--- src/rtl/hazard_ctrl_sb_pkg.sv ---
// Shared types for the scoreboard hazard controller.
// cpu_types_pkg  : CPU-wide register-select type.
// diaosi_types_pkg : controller FSM state, forwarding select, scoreboard entry.
package cpu_types_pkg;
  localparam int REGBITS_W = 5;
  typedef logic [REGBITS_W-1:0] regbits_t;
endpackage

package diaosi_types_pkg;
  import cpu_types_pkg::*;

  typedef enum logic [1:0] {
    RUN     = 2'd0,
    LDSTALL = 2'd1,
    MWAIT   = 2'd2
  } hstate_t;

  typedef logic [1:0] fwdsel_t;

  localparam fwdsel_t FWD_RF = 2'd0;  // operand from regfile via L2
  localparam fwdsel_t FWD_L3 = 2'd1;  // operand from EX/MEM result
  localparam fwdsel_t FWD_L4 = 2'd2;  // operand from MEM/WB writeback data

  typedef struct packed {
    logic     valid;
    regbits_t wsel;
    logic     load;
    logic     mem;
  } sb_entry_t;

  // The nearer (younger) producer wins over the older one.
  function automatic fwdsel_t fwd_pick(input logic near_hit, input logic far_hit);
    if (near_hit)     return FWD_L3;
    else if (far_hit) return FWD_L4;
    else              return FWD_RF;
  endfunction
endpackage

--- src/rtl/hazard_ctrl_sb_sb.sv ---
// hazard_sb: shift-register scoreboard of in-flight writers (S2 mirrors L2,
// S3 mirrors L3) plus per-operand match logic for the instruction in ID.
// S4 is not stored: the register file is write-through, so an L4 writer can
// never cause a hazard. The load flag is only consumed by the load-use check,
// so it is only kept when HAZARD_FWD_EN is defined.
module hazard_sb #(
  parameter int REG_W = 5
) (
  input  logic             CLK,
  input  logic             nRST,
  input  logic             l2_en,
  input  logic             l2_flush,
  input  logic             l3_en,
  input  logic             l3_flush,
  input  logic             id_valid,
  input  logic [REG_W-1:0] rsel1,
  input  logic [REG_W-1:0] rsel2,
  input  logic [REG_W-1:0] wsel,
  input  logic             id_wen,
  input  logic             id_dren,
  input  logic             id_dwen,
  output logic             m2a,
  output logic             m2b,
  output logic             m3a,
  output logic             m3b,
`ifdef HAZARD_FWD_EN
  output logic             s2_load,
`endif
  output logic             s3_mem
);
  logic             s2_valid, s2_mem, s3_valid;
  logic [REG_W-1:0] s2_wsel, s3_wsel;

  // Control bits: reset empties, a flushed latch takes a bubble, advance shifts.
  always_ff @(posedge CLK) begin
    if (!nRST) begin
      s2_valid <= 1'b0;
      s2_mem   <= 1'b0;
      s3_valid <= 1'b0;
      s3_mem   <= 1'b0;
`ifdef HAZARD_FWD_EN
      s2_load  <= 1'b0;
`endif
    end else begin
      if (l2_flush) begin
        s2_valid <= 1'b0;
        s2_mem   <= 1'b0;
`ifdef HAZARD_FWD_EN
        s2_load  <= 1'b0;
`endif
      end else if (l2_en) begin
        s2_valid <= id_valid & id_wen & (wsel != '0);
        s2_mem   <= id_valid & (id_dren | id_dwen);
`ifdef HAZARD_FWD_EN
        s2_load  <= id_valid & id_dren;
`endif
      end
      if (l3_flush) begin
        s3_valid <= 1'b0;
        s3_mem   <= 1'b0;
      end else if (l3_en) begin
        s3_valid <= s2_valid;
        s3_mem   <= s2_mem;
      end
    end
  end

  // Destination payload follows the latch enables; meaningless when invalid.
  always_ff @(posedge CLK) begin
    if (l2_en) s2_wsel <= wsel;
    if (l3_en) s3_wsel <= s2_wsel;
  end

  assign m2a = id_valid & s2_valid & (s2_wsel == rsel1);
  assign m2b = id_valid & s2_valid & (s2_wsel == rsel2);
  assign m3a = id_valid & s3_valid & (s3_wsel == rsel1);
  assign m3b = id_valid & s3_valid & (s3_wsel == rsel2);
endmodule

--- src/rtl/hazard_ctrl_sb.sv ---
// hazard_ctrl_sb: scoreboard-based hazard controller for the 5-stage pipe.
// FSM sequences RAW and data-memory-wait stalls and drives per-latch
// enable/flush vectors (bit k-1 = Lk) plus pc_en.
// Optional feature macro HAZARD_FWD_EN: forwarding-aware (load-use only) RAW
// and registered EX forwarding selects; otherwise fwd_a/fwd_b are tied 0.
module hazard_ctrl_sb
  import diaosi_types_pkg::*;
#(
  parameter int REG_W    = 5,
  parameter int BR_STAGE = 2
) (
  input  logic             CLK,
  input  logic             nRST,
  input  logic             ihit,
  input  logic             dhit,
  input  logic             id_valid,
  input  logic [REG_W-1:0] rsel1,
  input  logic [REG_W-1:0] rsel2,
  input  logic [REG_W-1:0] wsel,
  input  logic             id_wen,
  input  logic             id_dren,
  input  logic             id_dwen,
  input  logic             branch_sel,
  output logic             pc_en,
  output logic [3:0]       en,
  output logic [3:0]       flush,
  output logic [1:0]       fwd_a,
  output logic [1:0]       fwd_b,
  output logic [1:0]       stall_st
);
  // Branch squashes every latch up to and including the resolving one.
  localparam logic [3:0] BR_MASK = 4'((1 << BR_STAGE) - 1);

  hstate_t state, state_nx;
  logic    m2a, m2b, m3a, m3b, s3_mem, raw, mem_hold;
`ifdef HAZARD_FWD_EN
  logic    s2_load;
`endif

  hazard_sb #(.REG_W(REG_W)) u_sb (
    .CLK      (CLK),
    .nRST     (nRST),
    .l2_en    (en[1]),
    .l2_flush (flush[1]),
    .l3_en    (en[2]),
    .l3_flush (flush[2]),
    .id_valid (id_valid),
    .rsel1    (rsel1),
    .rsel2    (rsel2),
    .wsel     (wsel),
    .id_wen   (id_wen),
    .id_dren  (id_dren),
    .id_dwen  (id_dwen),
    .m2a      (m2a),
    .m2b      (m2b),
    .m3a      (m3a),
    .m3b      (m3b),
`ifdef HAZARD_FWD_EN
    .s2_load  (s2_load),
`endif
    .s3_mem   (s3_mem)
  );

`ifdef HAZARD_FWD_EN
  assign raw = (m2a | m2b) & s2_load;
`else
  assign raw = m2a | m2b | m3a | m3b;
`endif

  // In MWAIT only dhit releases the pipe; elsewhere a pending MEM access stalls.
  assign mem_hold = (state == MWAIT) ? !dhit : (s3_mem & !dhit);

  // Latch control and next state; the MWAIT exit cycle advances without a RAW re-check.
  always_comb begin
    pc_en    = 1'b0;
    en       = 4'b0000;
    flush    = 4'b0000;
    state_nx = state;
    if (!nRST) begin
      flush    = 4'b1111;
      state_nx = RUN;
    end else if (mem_hold) begin
      state_nx = MWAIT;
    end else if (branch_sel) begin
      pc_en    = 1'b1;
      en       = 4'b1111;
      flush    = BR_MASK;
      state_nx = RUN;
    end else if (raw && state != MWAIT) begin
      en       = 4'b1100;
      flush    = 4'b0010;
      state_nx = LDSTALL;
    end else begin
      pc_en    = ihit;
      en       = 4'b1111;
      flush    = {3'b000, !ihit};
      state_nx = RUN;
    end
  end

  // FSM state register.
  always_ff @(posedge CLK) begin
    if (!nRST) state <= RUN;
    else       state <= state_nx;
  end

  assign stall_st = nRST ? 2'(state) : 2'd0;

`ifdef HAZARD_FWD_EN
  fwdsel_t fwd_a_r, fwd_b_r;

  // Forwarding selects captured as the ID instruction enters EX.
  always_ff @(posedge CLK) begin
    if (!nRST) begin
      fwd_a_r <= FWD_RF;
      fwd_b_r <= FWD_RF;
    end else if (flush[1]) begin
      fwd_a_r <= FWD_RF;
      fwd_b_r <= FWD_RF;
    end else if (en[1]) begin
      fwd_a_r <= fwd_pick(m2a & !s2_load, m3a);
      fwd_b_r <= fwd_pick(m2b & !s2_load, m3b);
    end
  end

  assign fwd_a = fwd_a_r;
  assign fwd_b = fwd_b_r;
`else
  assign fwd_a = FWD_RF;
  assign fwd_b = FWD_RF;
`endif
endmodule
--- config.mk ---
export PLATFORM = sky130hd
export DESIGN_NAME = hazard_ctrl_sb
export DESIGN_NICKNAME = d
export VERILOG_FILES = /design/src/rtl/hazard_ctrl_sb_pkg.sv /design/src/rtl/hazard_ctrl_sb_sb.sv /design/src/rtl/hazard_ctrl_sb.sv
export SDC_FILE = /design/constraint.sdc
export NUM_CORES = 1
export LEC_CHECK = 0
export CORE_MARGIN = 5
export CORE_UTILIZATION = 39
export CTS_CLUSTER_DIAMETER = 200
export CTS_CLUSTER_SIZE = 12
export DETAILED_ROUTE_END_ITERATION = 6
export PLACE_DENSITY = 0.86
export SKIP_LAST_GASP = 1
export SLEW_MARGIN = 20
export SYNTH_ARGS = -nofsm -noshare
export SYNTH_HDL_FRONTEND = slang
export SYNTH_SLANG_ARGS = --single-unit
--- constraint.sdc ---
create_clock -name CLK -period 1.9 [get_ports CLK]
set_input_delay 0.19 -clock CLK [delete_from_list [all_inputs] [get_ports CLK]]
set_output_delay 0.19 -clock CLK [all_outputs]
set_load 0.005 [all_outputs]
-- Yosys cells after proc, flatten, opt, wreduce, memory -nomap -nowiden
Cells that the tools add are included.
W data, S select, Z words.
- reduce and logical (&&, ||, !) cells: 7
- bitwise gates (word level): 15
- muxes and demuxes: 17
- equality and inequality tests: 6
- operator list (cell ; count):
    $eq A5 B5 Y1 ; 4
    $mux W2 ; 7
    $mux W4 ; 3
    $and A1 B1 Y1 ; 10
    $mux W1 ; 7
    $reduce_bool A5 Y1 ; 1
    $or A1 B1 Y1 ; 4
    $reduce_or A2 Y1 ; 2
    $reduce_or A3 Y1 ; 1
    $eq A2 B2 Y1 const B ; 1
    $logic_not A1 Y1 ; 2
    $ne A2 B2 Y1 const B ; 1
    $logic_and A1 B1 Y1 ; 1
    $not A1 Y1 ; 1
- word-level logic and storage cells: 53
- register bits after elaboration: 16
- input bits: 24
- output and inout bits: 15

-- Longest topological paths before layout
- word-level depth: 11
- depth in mapped cells: 6
- gate-level depth less buffers: 6

-- Cells and area by module
A second synthesis with hierarchy kept.
- cell total of the unflattened synthesis: 87
- area, all modules: 938.4 um^2
- by module, submodules not included (module ; sequential area each (um^2) ; area each (um^2) ; cells an instance ; times used):
    hazard_sb ; 380.4 ; 694.4 ; 57 ; 1
    hazard_ctrl_sb ; 40.0 ; 244.0 ; 30 ; 1

-- Worst setup path after synthesis
No wires, ideal clock.
- path kind: register -> output
- from: register u_sb.s2_wsel[1]
- to: output en[0]
- cell stages (with the launch flop): 7
- buffers on the path: 1
- arrival time: 1.664 ns
- path slack: 0.046 ns
- required time: 1.710 ns
- path through: edfxtp_1 xnor2_1 nand4_1 o22ai_2 or2_4 a31oi_1 buf_4
- word-level cells in the longest chain between the ends: 10
- elaborated cells on any way between the ends: 12
- classes of those cells: 2 x eq/ne; 4 x mux; 5 x bitwise; 1 x reduce/logical
- RTL lines (item ; RTL line ; text):
    from (decl) ; hazard_ctrl_sb_sb.sv:32 ; logic [REG_W-1:0] s2_wsel, s3_wsel;
    from (signal assigned) ; hazard_ctrl_sb_sb.sv:70 ; if (l2_en) s2_wsel <= wsel;
    $eq A5 B5 Y1 (on tied branches) ; hazard_ctrl_sb_sb.sv:74, hazard_ctrl_sb_sb.sv:75 ;
    $and A1 B1 Y1 (on tied branches) ; hazard_ctrl_sb_sb.sv:74, hazard_ctrl_sb_sb.sv:75 ;
    $or A1 B1 Y1 (*) (3 in series) ; hazard_ctrl_sb.sv:67 ; assign raw = m2a | m2b | m3a | m3b;
    $logic_and A1 B1 Y1 (*) ; hazard_ctrl_sb.sv:89 ; end else if (raw && state != MWAIT) begin
    $mux W2 (*) ; hazard_ctrl_sb.sv:89 ;
    $mux W2 (*) ; hazard_ctrl_sb.sv:84 ; end else if (branch_sel) begin
    $mux W4 (*) ; hazard_ctrl_sb.sv:82 ; end else if (mem_hold) begin
    $mux W4 (*) ; hazard_ctrl_sb.sv:79 ; if (!nRST) begin
    to (decl) ; hazard_ctrl_sb.sv:25 ; output logic [3:0] en,
Every way passes the cells marked *; elsewhere a longest branch is shown, timed or not.

-- Worst setup path after layout
- from: register u_sb.s2_wsel[0]
- to: output en[0]
The elaborated chain is that of the path after synthesis.

==> run_results.csv <==
group,metric,value,unit
critical_path,endpoint_kind,"output pin",
floorplanning,start_util,40.9,%
critical_path,worst-path-buf-inv,2,
yosys,synth_top_flop_cell,"edfxtp_1",
cells_and_area,multi_input_area,548,µm²
detailed_routing,via_per_inst,5.08,
timing,setup_viol,11,
detailed_routing,first_pass_iters,4,
timing,timing.final.crit_share,111,%
hold_path,whs_path_depth,1,
floorplanning,core_area,2500,µm²
critical_path,cpPeakStageDelay,480,ps
clock_tree,cts_tree,"built",
critical_path,critPathSlowestCell,"edfxtp_1",
timing,fmax,476,MHz
pwr,comb_power_share,24.4,%
detailed_routing,drt_first_iter_violations,15,
cells_and_area,nets,171,
global_route,grt_start_max_net_pins,10,
critical_path,rr_endpoint,"u_sb.s2_wsel[4]$_DFFE_PP_",
placed_design,gp_congestion,0.824,
cells_and_area,final_cell_mix,"27 x clkdlybuf4s50_1, 19 x xnor2_1, 16 x buf_4, 10 x edfxtp_1",
critical_path,critPathRequiredTime,1710,ps
pwr,p_sw,204,µW
global_route,track_usage,14.8,%
yosys,ys_warn_count,0,
timing,rsz0062_at_grt,"yes",
pwr,peakVddDrop,417,µV
detailed_routing,drc,0,
placed_design,port_buffers,34,
global_route,grt_pass1_wl,4.05,mm
pwr,seqPwrFrac,51.7,%
run,maxCapViolations,0,
cells_and_area,fillers,221,
floorplanning,die_area,3750,µm²
detailed_routing,ant_nets,0,
detailed_routing,vias,894,
critical_path,path_depth,7,
timing,slew_violations,0,
placed_design,placed_cell_area,1410,µm²
yosys,synth_seq_cells,16,
global_route,antenna_found_initial,0,
hold_path,hold_class,"input port to flip-flop",
yosys,yosysSeqAreaShare,41.1,%
pwr,p_leak,0.534,nW
cells_and_area,final_common_cell,"clkdlybuf4s50_1",
timing,fin_ws,-201,ps
timing,min_period,2100,ps
pwr,p_total,784,µW
yosys,synth_cell_types,33,
floorplanning,fp.dieW,61.2,µm
cells_and_area,instances_no_fill,176,
placed_design,dp_slack,-488,ps
critical_path,path_max_fanout,3,
timing,hold_slack,479,ps
global_route,grt_pass1_vias,943,
critical_path,crit_family,"flip-flops",
critical_path,r2r_slack,-30,ps
clock_tree,cts_root_buffer,"clkbuf_4",
cells_and_area,drive_above_1_share,25.3,%
cells_and_area,insertedDiodeCount,0,
cells_and_area,final_util,59.2,%
cells_and_area,syn_to_final_growth,44.6,%
yosys,avgSynthCellArea,10.2,µm²
critical_path,cp.arrival,1910,ps
floorplanning,pin_count,39,
floorplanning,die_h,61.2,µm
detailed_routing,wl,2.60,mm
critical_path,critPathLaunchType,"flip-flop",
yosys,async_flop_share,0,%
cells_and_area,final_cell_area,1480,µm²
timing,setup_tns,-761,ps
clock_tree,clk_latency,290,ps
timing,finalHoldViolCount,0,
critical_path,crit_type,"flip-flop to output pin",
pwr,intPower,580,µW
critical_path,r2r_cells,7,
yosys,synth_edf_count,10,
placed_design,hpwl,2.08,mm
pwr,clockPowerShare,23.8,%
pwr,power_density,530,nW/µm²
placed_design,dp_cells,166,
floorplanning,num_rows,18,
yosys,syn_area,1020,µm²
hold_path,holdCritStartpoint,"wsel[1]",
timing,skew,8.91,ps
clock_tree,cts_max_level,1,
clock_tree,cts.sinks,16,
pwr,switching_share,26.1,%
yosys,syn_inst,100,
clock_tree,cts_buffers,3,
run_status,outcome,"complete, but fails checks",
critical_path,r2r-start,"u_sb.s2_wsel[0]$_DFFE_PP_",
clock_tree,max-clock-path-buffers,2,
hold_path,hold_end,"u_sb.s2_wsel[1]$_DFFE_PP_",
cells_and_area,seqCellArea,420,µm²
detailed_routing,wl_per_cell,14.8,µm
clock_tree,path_clk_slew,90,ps
global_route,overflow,0,
critical_path,crit_chain,"xnor2_1 > nand4_1 > o22ai_2 > buf_4 > or2_4 > a31oi_4 > buf_2",
run_status,violations,"setup timing",
==> sequential cells by signal (all words and copies together) (netlist names) <==
register,cells
u_sb.s2_wsel,5
u_sb.s3_wsel,5
state,2
u_sb.s2_mem,1
u_sb.s2_valid,1
u_sb.s3_mem,1
u_sb.s3_valid,1
==> worst reg2reg max path: stages (launching register included) <==
cell and delay, ps:
edfxtp_1 480, xnor2_1 170, nand4_1 110, o22ai_2 110, buf_4 160, or2_4 260
a31oi_4 200, buf_4 180
==> what timing repair did <==
item                                    4_1_cts  5_1_grt
gates resized for setup                      26        0
setup buffers                                 5        1
endpoints found under the setup margin       12       12
hold endpoints to repair                      0        0
hold buffers                                  0        0
pin swaps                                    12        0
==> layout make-up <==
cell class / instances / area share (%)
clock buffers: 3 / 1.52
clock inverters: 1 / 0.254
inverters: 4 / 1.01
multi-input cells: 72 / 37.0
flip-flops and latches: 16 / 28.4
well taps: 30 / 2.54
repair buffers: 50 / 29.2
==> power groups by stage <==
| stage | logic [mW] | clock network (mW) | registers, mW |
|---|---|---|---|
| 3_3_place_gp | 0.183 | 0 | 0.412 |
| 4_1_cts | 0.190 | 0.189 | 0.406 |
| 2_1_floorplan | 0.0952 | 0 | 0.409 |
| 3_5_place_dp | 0.189 | 0 | 0.414 |
| 5_1_grt | 0.207 | 0.211 | 0.408 |
| 6_report | 0.192 | 0.187 | 0.406 |
==> cells by family after synthesis <==
family	share of synthesized area [%]
AO/OA/AOI/OAI	15.2
XOR/XNOR	17.1
buffers and inverters	9.54
flip-flops	41.1
multiplexers	0.978
other	0.366
AND/OR/NAND/NOR	15.8
==> per-layer routing <==
| layer | track usage (%) | up-vias | share of wire (%) |
|---|---|---|---|
| met5 | 0 | - | 0 |
| met4 | 6.81 | 0 | 2.3 |
| met3 | 2.52 | 6 | 6.2 |
| met2 | 27.5 | 39 | 53 |
| met1 | 16.2 | 419 | 38 |
| li1 | - | 430 | - |
==> how the worst max path moves through the flow <==
stage | start | end | slack (ps)
after floorplan | u_sb.s2_wsel[1]$_DFFE_PP_ | en[0] | 50
after detailed placement | rsel1[1] | en[0] | -490
after CTS | u_sb.s3_wsel[3]$_DFFE_PP_ | en[0] | -170
after global placement | rsel2[3] | en[0] | -400
after global routing | u_sb.s2_wsel[0]$_DFFE_PP_ | en[0] | -280
final | u_sb.s2_wsel[0]$_DFFE_PP_ | en[0] | -200
==> cells in the mapped netlist (2+ instances only) <==
master     n  area share [%]
a21oi_1    6             2.9
a22oi_1    2             1.5
buf_4     11             8.1
dfxtp_1    6              12
edfxtp_1  10              29
inv_1      4             1.5
nand2_1    3             1.1
nand3_1    4             2.0
nand4_1    4             2.4
nor2_1     6             2.2
o21ai_0    2            0.98
o22ai_2    2             2.4
xnor2_1   20              17
Power figures use the tool's default switching activity.
